### src/rtl/differentiator_n_bits.sv
// Recovers addends from a running-sum stream: A = S_cur - S_prev (mod 2^N), with borrow and signed-overflow flags.
// Optional feature macro: DIFF_OVF_STICKY_EN (overflow latches until aclr or a sync sample).
module differentiator_n_bits #(
    parameter int N = 8
) (
    input  logic         clk,
    input  logic         aclr,
    input  logic [N-1:0] S,
    input  logic         s_valid,
    input  logic         sync,
    output logic [N-1:0] A,
    output logic         a_valid,
    output logic         borrow,
    output logic         overflow,
    output logic         tracking
);

    typedef enum logic {
        ST_ZERO  = 1'b0,
        ST_TRACK = 1'b1
    } state_t;

    state_t       r_state;
    state_t       w_state_next;

    logic [N-1:0] r_b;
    logic         r_v1;
    logic         r_y1;

    logic [N-1:0] r_p;
    logic [N-1:0] r_a;
    logic         r_a_valid;
    logic         r_borrow;
    logic         r_ovf;

    logic [N:0]   w_diff;
    logic         w_ovf;

    // Stage 1: capture the sample; B keeps its old value across idle cycles.
    always_ff @(posedge clk) begin
        if (aclr) begin
            r_b  <= '0;
            r_v1 <= 1'b0;
            r_y1 <= 1'b0;
        end else begin
            if (s_valid) begin
                r_b <= S;
            end
            r_v1 <= s_valid;
            r_y1 <= s_valid & sync;
        end
    end

    // Zero-extended subtraction: the top bit is the inverted carry, i.e. the borrow.
    assign w_diff = {1'b0, r_b} - {1'b0, r_p};
    assign w_ovf  = (r_b[N-1] != r_p[N-1]) && (w_diff[N-1] != r_b[N-1]);

    // Stage 2: emit a difference, or only reload P for a sync sample.
    always_ff @(posedge clk) begin
        if (aclr) begin
            r_p       <= '0;
            r_a       <= '0;
            r_a_valid <= 1'b0;
            r_borrow  <= 1'b0;
            r_ovf     <= 1'b0;
        end else begin
            r_a_valid <= 1'b0;
            if (r_v1) begin
                r_p <= r_b;
                if (!r_y1) begin
                    r_a       <= w_diff[N-1:0];
                    r_borrow  <= w_diff[N];
                    r_a_valid <= 1'b1;
`ifdef DIFF_OVF_STICKY_EN
                    r_ovf     <= r_ovf | w_ovf;
`else
                    r_ovf     <= w_ovf;
`endif
                end
`ifdef DIFF_OVF_STICKY_EN
                else begin
                    r_ovf <= 1'b0;
                end
`endif
            end
        end
    end

    always_ff @(posedge clk) begin
        if (aclr) begin
            r_state <= ST_ZERO;
        end else begin
            r_state <= w_state_next;
        end
    end

    // Any stage-2 load of P, emitted or sync, leaves ZERO for good until reset.
    always_comb begin
        w_state_next = r_state;
        if (r_v1) begin
            w_state_next = ST_TRACK;
        end
    end

    assign A        = r_a;
    assign a_valid  = r_a_valid;
    assign borrow   = r_borrow;
    assign overflow = r_ovf;
    assign tracking = (r_state == ST_TRACK);

endmodule

### config.mk
export PLATFORM = sky130hd
export DESIGN_NAME = differentiator_n_bits
export DESIGN_NICKNAME = d
export VERILOG_FILES = /design/src/rtl/differentiator_n_bits.sv
export SDC_FILE = /design/constraint.sdc
export NUM_CORES = 1
export LEC_CHECK = 0
export BUFFER_PORTS_ARGS = -buffer_cell sky130_fd_sc_hd__buf_2
export CORE_MARGIN = 3
export CORE_UTILIZATION = 50
export CTS_BUF_LIST = sky130_fd_sc_hd__clkbuf_16
export DETAILED_ROUTE_END_ITERATION = 12
export PLACE_DENSITY = 0.7
export SLEW_MARGIN = 20
export SYNTH_ARGS = -nofsm -noshare
export SYNTH_HDL_FRONTEND = slang
export SYNTH_SLANG_ARGS = --single-unit
### constraint.sdc
create_clock -name clk -period 2.5 [get_ports clk]
set_input_delay 0.125 -clock clk [delete_from_list [all_inputs] [get_ports clk]]
set_output_delay 0.125 -clock clk [all_outputs]
set_load 0.005 [all_outputs]
== Yosys cells after proc, flatten, opt, wreduce, memory -nomap -nowiden ==
Cells that the tools add are included.

* RAM bits: 0
* Memories kept: 0
* ROM bits: 0
* Register bits after elaboration: 30
* Input bits: 12
* Bits in latches: 0

* Eq/ne operators: 2
* Bitwise gates (word level): 3
* Reduce and logical (&&, ||, !) cells: 3
* Div/mod/pow operators: 0
* Shift operators: 0
* Multiplexer cells: 1
* Add/subtract/negate cells: 1
* Multipliers: 0
* Order comparisons: 0

{| class="wikitable"
|+ Operators by type and width
! operator !! count
|-
| 8-bit by 8-bit subtractor with 9-bit output || 1
|-
| 1-bit inequality test || 2
|-
| 1-bit inverter || 2
|-
| 2-bit AND reduction || 1
|-
| 2-bit OR reduction || 1
|-
| 1-bit AND || 1
|-
| 1-bit logical AND || 1
|-
| 1-bit two-way mux || 1
|}

== Depth between registers and ports, before layout ==
Gate-level depths: netlist of the first run.

* Depth after elaboration: 3
* Gate-level depth with buffers: 8
* Mapped depth without buffers: 8

== Least setup slack after synthesis of the first run ==
Ideal clock, no wire load.

* Kind: reg-to-reg
* Start: register r_b[0]
* End: register r_a[6], in the netlist A[6]
* Cell stages (with the launch flop): 9
* Buffers on the path: 0
* Period minus slack after synthesis: 1.860 ns
* Path slack: 0.640 ns
* Arrival time: 1.800 ns
* Path through: dfxtp_1 inv_1 ha_1 fa_1 nor2b_4 o31a_1 o21ai_2 a2111oi_2 a311o_1

* Longest elaborated chain between the ends: 1

{| class="wikitable"
|+ RTL lines
! what !! line !! source
|-
| start: declaration || 26 || <nowiki>logic [N-1:0] r_b;</nowiki>
|-
| start signal: assignment || 42 || <nowiki>r_b <= '0;</nowiki>
|-
| start signal: assignment || 47 || <nowiki>r_b <= S;</nowiki>
|-
| 8-bit by 8-bit subtractor with 9-bit output || 55 || <nowiki>assign w_diff = {1'b0, r_b} - {1'b0, r_p};</nowiki>
|-
| end signal: assignment || 71 || <nowiki>r_a <= w_diff[N-1:0];</nowiki>
|-
| end: declaration || 31 || <nowiki>logic [N-1:0] r_a;</nowiki>
|}

Every way passes these cells.
A chain may end at the register's enable or synchronous reset.

== Worst setup path after layout of the first run ==
Same ends and word-level chain as after synthesis.

==> results of run 1 <==
cells in the final DEF (no fill, tap or decap), types with 3 or more instances in the layout:
cell type,instances
buf_2,23
nor2_1,28
nand2b_1,3
dfxtp_1,30
clkbuf_16,5
inv_1,13
nand2_1,3
mux2i_1,16
ha_1,8
nor3_1,3
a21oi_1,7
layer usage:
layer	vias to the layer above	track usage	wire length [um]
met1	530	0.1787	1124
met2	13	0.3417	1519
met5	-	0	0
li1	571	-	-
met4	0	0.07595	42
met3	5	0.04575	92
per-stage QoR:
step | worst slack, ns | utilization | instance area [um^2]
floorplan | 0.6404 | - | 1433
global placement | 0.5812 | 0.6024 | 1560
detailed placement | 0.5156 | 0.6024 | 1560
CTS | 0.4929 | 0.6536 | 1693
global route | 0.3106 | 0.6536 | 1693
finish | 0.5004 | 0.6536 | 1693
worst min-delay path by stage:
| stage | cells past startpoint | slack [ns] | to | from |
|---|---|---|---|---|
| after floorplan | 1 | 0.25 | r_y1 | sync |
| after global placement | 2 | 0.33 | r_y1 | sync |
| after detailed placement | 2 | 0.35 | r_y1 | sync |
| after CTS | 2 | 0.08 | r_y1 | sync |
| after global routing | 2 | 0.09 | r_y1 | sync |
| final | 2 | 0.08 | r_y1 | sync |
cells by family after synthesis:
family	synth area share
muxes	0.1196
AOI/OAI and AO/OA	0.1345
and+or+nand+nor	0.1738
buffers and inverters	0.06900
adders and majority gates	0.08385
DFF	0.4192
flip-flops by register name, summed over array words and instances (netlist names):
name / cells
A: 8
a_valid: 1
borrow: 1
overflow: 1
r_b: 8
r_p: 8
r_v1: 1
r_y1: 1
tracking: 1
final cells by class:
class | count | share of cell area
inverter | 12 | 0.03474
tap | 30 | 0.02217
clock inverter | 2 | 0.004435
multi-input combinational | 102 | 0.4331
timing repair buffer | 25 | 0.07687
sequential | 30 | 0.3548
clock buffer | 5 | 0.07391
power by group through the flow:
stage	clock (uW)	sequential (uW)	combinational, uW
floorplan	0	526	123
global placement	0	526	160
detailed placement	0	527	164
CTS	546	518	167
global route	569	521	184
finish	535	518	165
critical path, stage by stage, from the launching register on:
cell and delay (ns):
dfxtp_1 0.34, inv_1 0.05, ha_1 0.21, fa_1 0.43, nor2b_4 0.14, o31a_1 0.16, o21ai_2 0.09, nor4b_1 0.16
a311o_1 0.30
==> results by group, run 1 <==
Worst setup path
  • Critical path startpoint: r_b[0]
  • Critical Path Fanout Max: 3
  • Startpoint kind of the worst setup timing path: flop
  • Crit path capture type: flop
  • Origin of the critical flop-to-flop path: r_b[0]
  • Data arrival time of the worst path: 2.15 ns
  • Critical Path RT: 2.65 ns
  • Length in cells of the worst reg-to-reg path: 8
  • FF-to-FF End: A[6]
  • Capturing element of the worst setup path: A[6]
  • Path type of the worst setup path: flop to flop
  • R2R Setup Slk: 0.50 ns

Timing
  • Final number of setup-violating endpoints: 0
  • Setup Total Neg Slack: 0 ns
  • Normalized max-slew margin: 0.5417
  • Highest clock frequency the design can meet: 500.1 MHz
  • Ratio of final minimum period to clock period: 0.7998
  • Final Slew Violations: 0
  • Hold Vio Cnt, Final: 0
  • Max Clock Skew: 0.003165 ns
  • Min Tclk post-route: 2.000 ns
  • Transition time of the tightest slew-check pin: 0.6874 ns
  • Unrepaired setup endpoints after global routing: no
  • Hold slack final: 0.07746 ns

Detailed routing
  • Number of antenna-violating nets in the routed design: 0
  • DR DRC count: 0
  • Total number of vias: 1119
  • Length of the first detailed-routing pass in iterations: 4
  • Routed vias/inst: 5.432
  • Routed wire length: 2.779 mm
  • Routed length per placed instance: 13.49 um
  • DRT iter0 DRCs: 33

Clock tree
  • # Post-CTS Setup Buffers: 0
  • CTS Root Buffer Type: clkbuf_16
  • Number of CTS-inserted buffers: 5
  • Post-cts hold buffer count: 0
  • H-tree Lvls: 2
  • TritonCTS clock tree: built
  • Sink count of the clock tree: 30
  • Clock-pin slew of the registers on the worst-case setup and hold paths: 0.05 ns
  • Clock insertion delay at the later pin of the skew report: 0.27 ns
  • Max clock buf depth: 2
  • CTS resizes: 0

Synthesis
  • Leading cell type by number of instances after synthesis: dfxtp_1
  • Area share of the largest cell type after synthesis: 0.4192
  • Most common library cells after synthesis: 30 x dfxtp_1, 28 x nor2_1, 16 x mux2i_1, 11 x inv_1, 8 x ha_1
  • Number of synthesized register bits: 30
  • Synthesized netlist cell count: 151
  • Count of synthesis-stage warnings from yosys: 0
  • Area contributors post-synth: dfxtp_1 42%, mux2i_1 11%, nor2_1 7.3%
  • EDFF count, synth: 0
  • Post-synthesis sequential area ratio: 0.4192
  • Synth Cell Area: 0.001433 mm^2
  • Fraction of registers with async set or reset after synthesis: 0
  • Mean Syn Cell Area: 9.488 um^2
  • Top flip-flop cell by instance count after synthesis: dfxtp_1
  • Total nets after synthesis: 172
  • Post-synthesis cell type with the largest combined area: dfxtp_1
  • Count of unique library cells instantiated by Yosys: 38

Die
  • Overall die height: 59.53 um
  • Area of the core region: 0.002590 mm^2
  • Initial cell density of the core: 0.5531
  • Count of standard-cell rows: 18
  • Number of I/O pins: 24
  • DIE WIDTH: 59.53 um
  • Die area: 0.003544 mm^2

Power and ir drop
  • Peak ir drop on the vdd network: 524.0 uV
  • P_sw: 283.8 uW
  • Overall power: 1218 uW
  • Leakage: 0.0007519 uW
  • Power Dens Cells: 719.6 mW/mm^2
  • Net Sw Frac: 0.2329
  • Internal power: 934.4 uW
  • Clock share of power: 0.439
  • Relative contribution of sequential cells to total power: 0.425
  • Power share of the combinational group: 0.136

Hold path
  • Worst hold path type: input pin to flop

GRT
  • First-pass GRT wire length: 4.719 mm
  • Total overflow reported by the global router: 0
  • Vias in the first global route: 1104
  • Pin count of the biggest net entering global routing: 34
  • Total routing usage reported by global routing: 0.1786
  • Number of antenna violations at the first check in global routing: 0

Run
  • Number of max-cap violations: 0

Placed design
  • Placed cell count: 199
  • Count of port buffers added during placement: 23
  • Weighted congestion at the end of routability-driven global placement: 0.7506
  • Post-detailed-placement half-perimeter wirelength: 1.967 mm

Layout
  • Number of nets in the layout: 197
  • Fraction of final layout cells sized beyond drive strength 1: 0.2045
  • Area delta synth->final: 18.17%
  • Flip-flop and latch area: 600.6 um^2
  • Area taken by multi-input logic gates: 733.2 um^2
  • Antenna diode instance count: 0
  • Number of fill cells in the layout: 220
  • Post-route insts no fill: 206

Status
  • Outcome: complete, no violations
Power figures use the tool's default switching activity.
==> run 2: changes to the inputs <==
clock period = 1.9 ns   (was 2.5 ns; I/O delays follow)
==> results by group, run 2 (same netlist as run 1, synthesis figures left out) <==
Timing
  • Final Slew Violations: 0 (unchanged)
  • Min Tclk post-route: 1.846 ns (-0.1536 ns)
  • Final number of setup-violating endpoints: 0 (unchanged)
  • Ratio of final minimum period to clock period: 0.9716 (+0.1717)
  • Max Clock Skew: 0.002261 ns (-0.0009036 ns)
  • Setup Total Neg Slack: 0 ns (unchanged)
  • Unrepaired setup endpoints after global routing: yes
  • Hold slack final: 0.03046 ns (-0.04699 ns)
  • Normalized max-slew margin: 0.5928 (+0.05104)
  • Highest clock frequency the design can meet: 541.7 MHz (+8.3%)
  • Transition time of the tightest slew-check pin: 0.6108 ns (-0.07656 ns)
  • Hold Vio Cnt, Final: 0 (unchanged)

Layout
  • Area delta synth->final: 30.74%
  • Fraction of final layout cells sized beyond drive strength 1: 0.3226 (+0.1180)
  • Utilization after layout: 0.7232 (+0.06957)
  • Most common cell after layout, fill and taps aside: nor2_1
  • Most used cells in the layout excluding fill and tap cells: 28 x nor2_1, 26 x dfxtp_1, 23 x buf_2, 16 x mux2i_1
  • Post-route insts no fill: 216 (+4.9%)
  • Number of nets in the layout: 206 (+4.6%)
  • Non-Filler Cell Area, Final: 0.001873 mm^2 (+11%)
  • Antenna diode instance count: 0 (unchanged)

Worst setup path
  • R2R Setup Slk: 0.05 ns (-0.45 ns)
  • Data arrival time of the worst path: 2.00 ns (-0.15 ns)
  • Path type of the worst setup path: flop to flop
  • Crit path capture type: flop
  • Critical Path RT: 2.06 ns (-0.59 ns)
  • Slowest stage cell on the critical path: a311o_1
  • Critical Path Fanout Max: 3 (unchanged)
  • Origin of the critical flop-to-flop path: r_b[0]
  • CP Cell Sequence: inv_2 > ha_4 > fa_2 > nor2b_4 > o31a_1 > o21ai_2 > a2111oi_4 > a311o_1
  • Startpoint kind of the worst setup timing path: flop
  • FF-to-FF End: A[6]
  • Length in cells of the worst reg-to-reg path: 8 (unchanged)
  • Delay of the slowest cell on the worst path: 0.33 ns (-0.10 ns)

Clock tree
  • H-tree Lvls: 2 (unchanged)
  • Clock-pin slew of the registers on the worst-case setup and hold paths: 0.05 ns (about the same)
  • Clock insertion delay at the later pin of the skew report: 0.27 ns (about the same)
  • Max clock buf depth: 2 (unchanged)
  • CTS Root Buffer Type: clkbuf_16
  • Sink count of the clock tree: 30 (unchanged)
  • Post-cts hold buffer count: 0 (unchanged)
  • Number of CTS-inserted buffers: 5 (unchanged)
  • TritonCTS clock tree: built

Die
  • Area of the core region: 0.002590 mm^2 (unchanged)
  • Overall die height: 59.53 um (unchanged)
  • Initial cell density of the core: 0.5531 (unchanged)
  • DIE WIDTH: 59.53 um (unchanged)
  • Die area: 0.003544 mm^2 (unchanged)
  • Count of standard-cell rows: 18 (unchanged)
  • Number of I/O pins: 24 (unchanged)

Placed design
  • Placed cell count: 206 (+3.5%)
  • Post-detailed-placement half-perimeter wirelength: 2.100 mm (+6.7%)
  • Count of port buffers added during placement: 23 (unchanged)
  • Weighted congestion at the end of routability-driven global placement: 0.7814 (+4.1%)
  • Total cell area at the placement stage: 0.001613 mm^2 (+3.4%)

Status
  • Outcome: complete, no violations

GRT
  • First-pass GRT wire length: 5.168 mm (+9.5%)
  • Global-route layer with the greatest usage: met2
  • Met3 Track Usage GR: 0.05664 (+0.01089)
  • Fraction of met2 tracks used by global routing: 0.3557 (+0.01404)
  • Vias in the first global route: 1209 (+9.5%)
  • Total routing usage reported by global routing: 0.1958 (+0.01722)
  • Number of antenna violations at the first check in global routing: 0 (unchanged)
  • Pin count of the biggest net entering global routing: 34 (unchanged)
  • Total overflow reported by the global router: 0 (unchanged)
  • Fraction of met1 tracks used by global routing: 0.2086 (+0.02989)

Detailed routing
  • Total number of vias: 1187 (+6.1%)
  • DR DRC count: 0 (unchanged)
  • Routed length per placed instance: 14.15 um (+4.9%)
  • Length of the first detailed-routing pass in iterations: 4 (unchanged)
  • Number of antenna-violating nets in the routed design: 0 (unchanged)
  • Routed vias/inst: 5.495 (+1.2%)
  • Routed wire length: 3.056 mm (+10%)
  • DRT iter0 DRCs: 33 (unchanged)

Hold path
  • HP Start: sync
  • Min-Delay Path Depth: 2 (unchanged)
  • Worst hold path type: input pin to flop
  • Worst Hold Endpoint: r_y1

Power and ir drop
  • Leakage: 0.0008132 uW (+8.2%)
  • Peak ir drop on the vdd network: 854.7 uV (+63%)
  • Power Dens Cells: 903.8 mW/mm^2 (+26%)

Run
  • Number of max-cap violations: 0 (unchanged)
[run 2: critical path, delay by kind of cell (launching register included)]
family | cells | cell delay [ns]
compound gates | 4 | 0.97
fa+ha+maj | 2 | 0.34
flops | 1 | 0.32
buf+inv | 1 | 0.06
simple gates | 1 | 0.05
[run 2: layer usage]
layer,vias up,wire (um)
met1,557,1226
met4,0,70
met3,11,116
met2,24,1642
li1,595,-
met5,-,0
[run 2: worst max-delay path by stage]
| stage | start | end | slack [ns] |
|---|---|---|---|
| 3_5_place_dp | r_b[0] | A[6] | -0.06 |
| 5_1_grt | r_b[0] | A[6] | -0.03 |
| 4_1_cts | r_b[0] | A[6] | 0.003 |
| 2_1_floorplan | r_b[0] | A[6] | 0.04 |
| 6_report | r_b[0] | A[6] | 0.05 |
| 3_3_place_gp | r_b[0] | A[6] | 0.02 |
[run 2: power by group]
| part | switching, uW | internal (uW) |
|---|---|---|
| clock network | 256 | 471 |
| registers | 21.0 | 663 |
| logic | 141 | 141 |
| total | 418 | 1280 |
[run 2: area by class of cell]
type | count | area [um^2]
sequential | 30 | 605.6
tap | 30 | 37.54
inverter | 12 | 58.81
timing repair buffer | 34 | 197.7
multi-input combinational | 102 | 835.8
clock buffer | 5 | 125.1
fill | 188 | 716.9
clock inverter | 3 | 12.51
[run 2: timing repair]
action                     CTS  global route
setup buffers                2             0
gates resized for setup     12             7
setup endpoints to repair    2             4
cloned                       0             0
pin swaps                    7             4
[run 2: stage by stage]
| step | power, uW | setup WS, ns |
|---|---|---|
| after floorplan | 853.8 | 0.04041 |
| after global placement | 917.8 | 0.01773 |
| after detailed placement | 927.7 | -0.06254 |
| after CTS | 1672 | 0.002523 |
| after global routing | 1757 | -0.02840 |
| final | 1693 | 0.05400 |
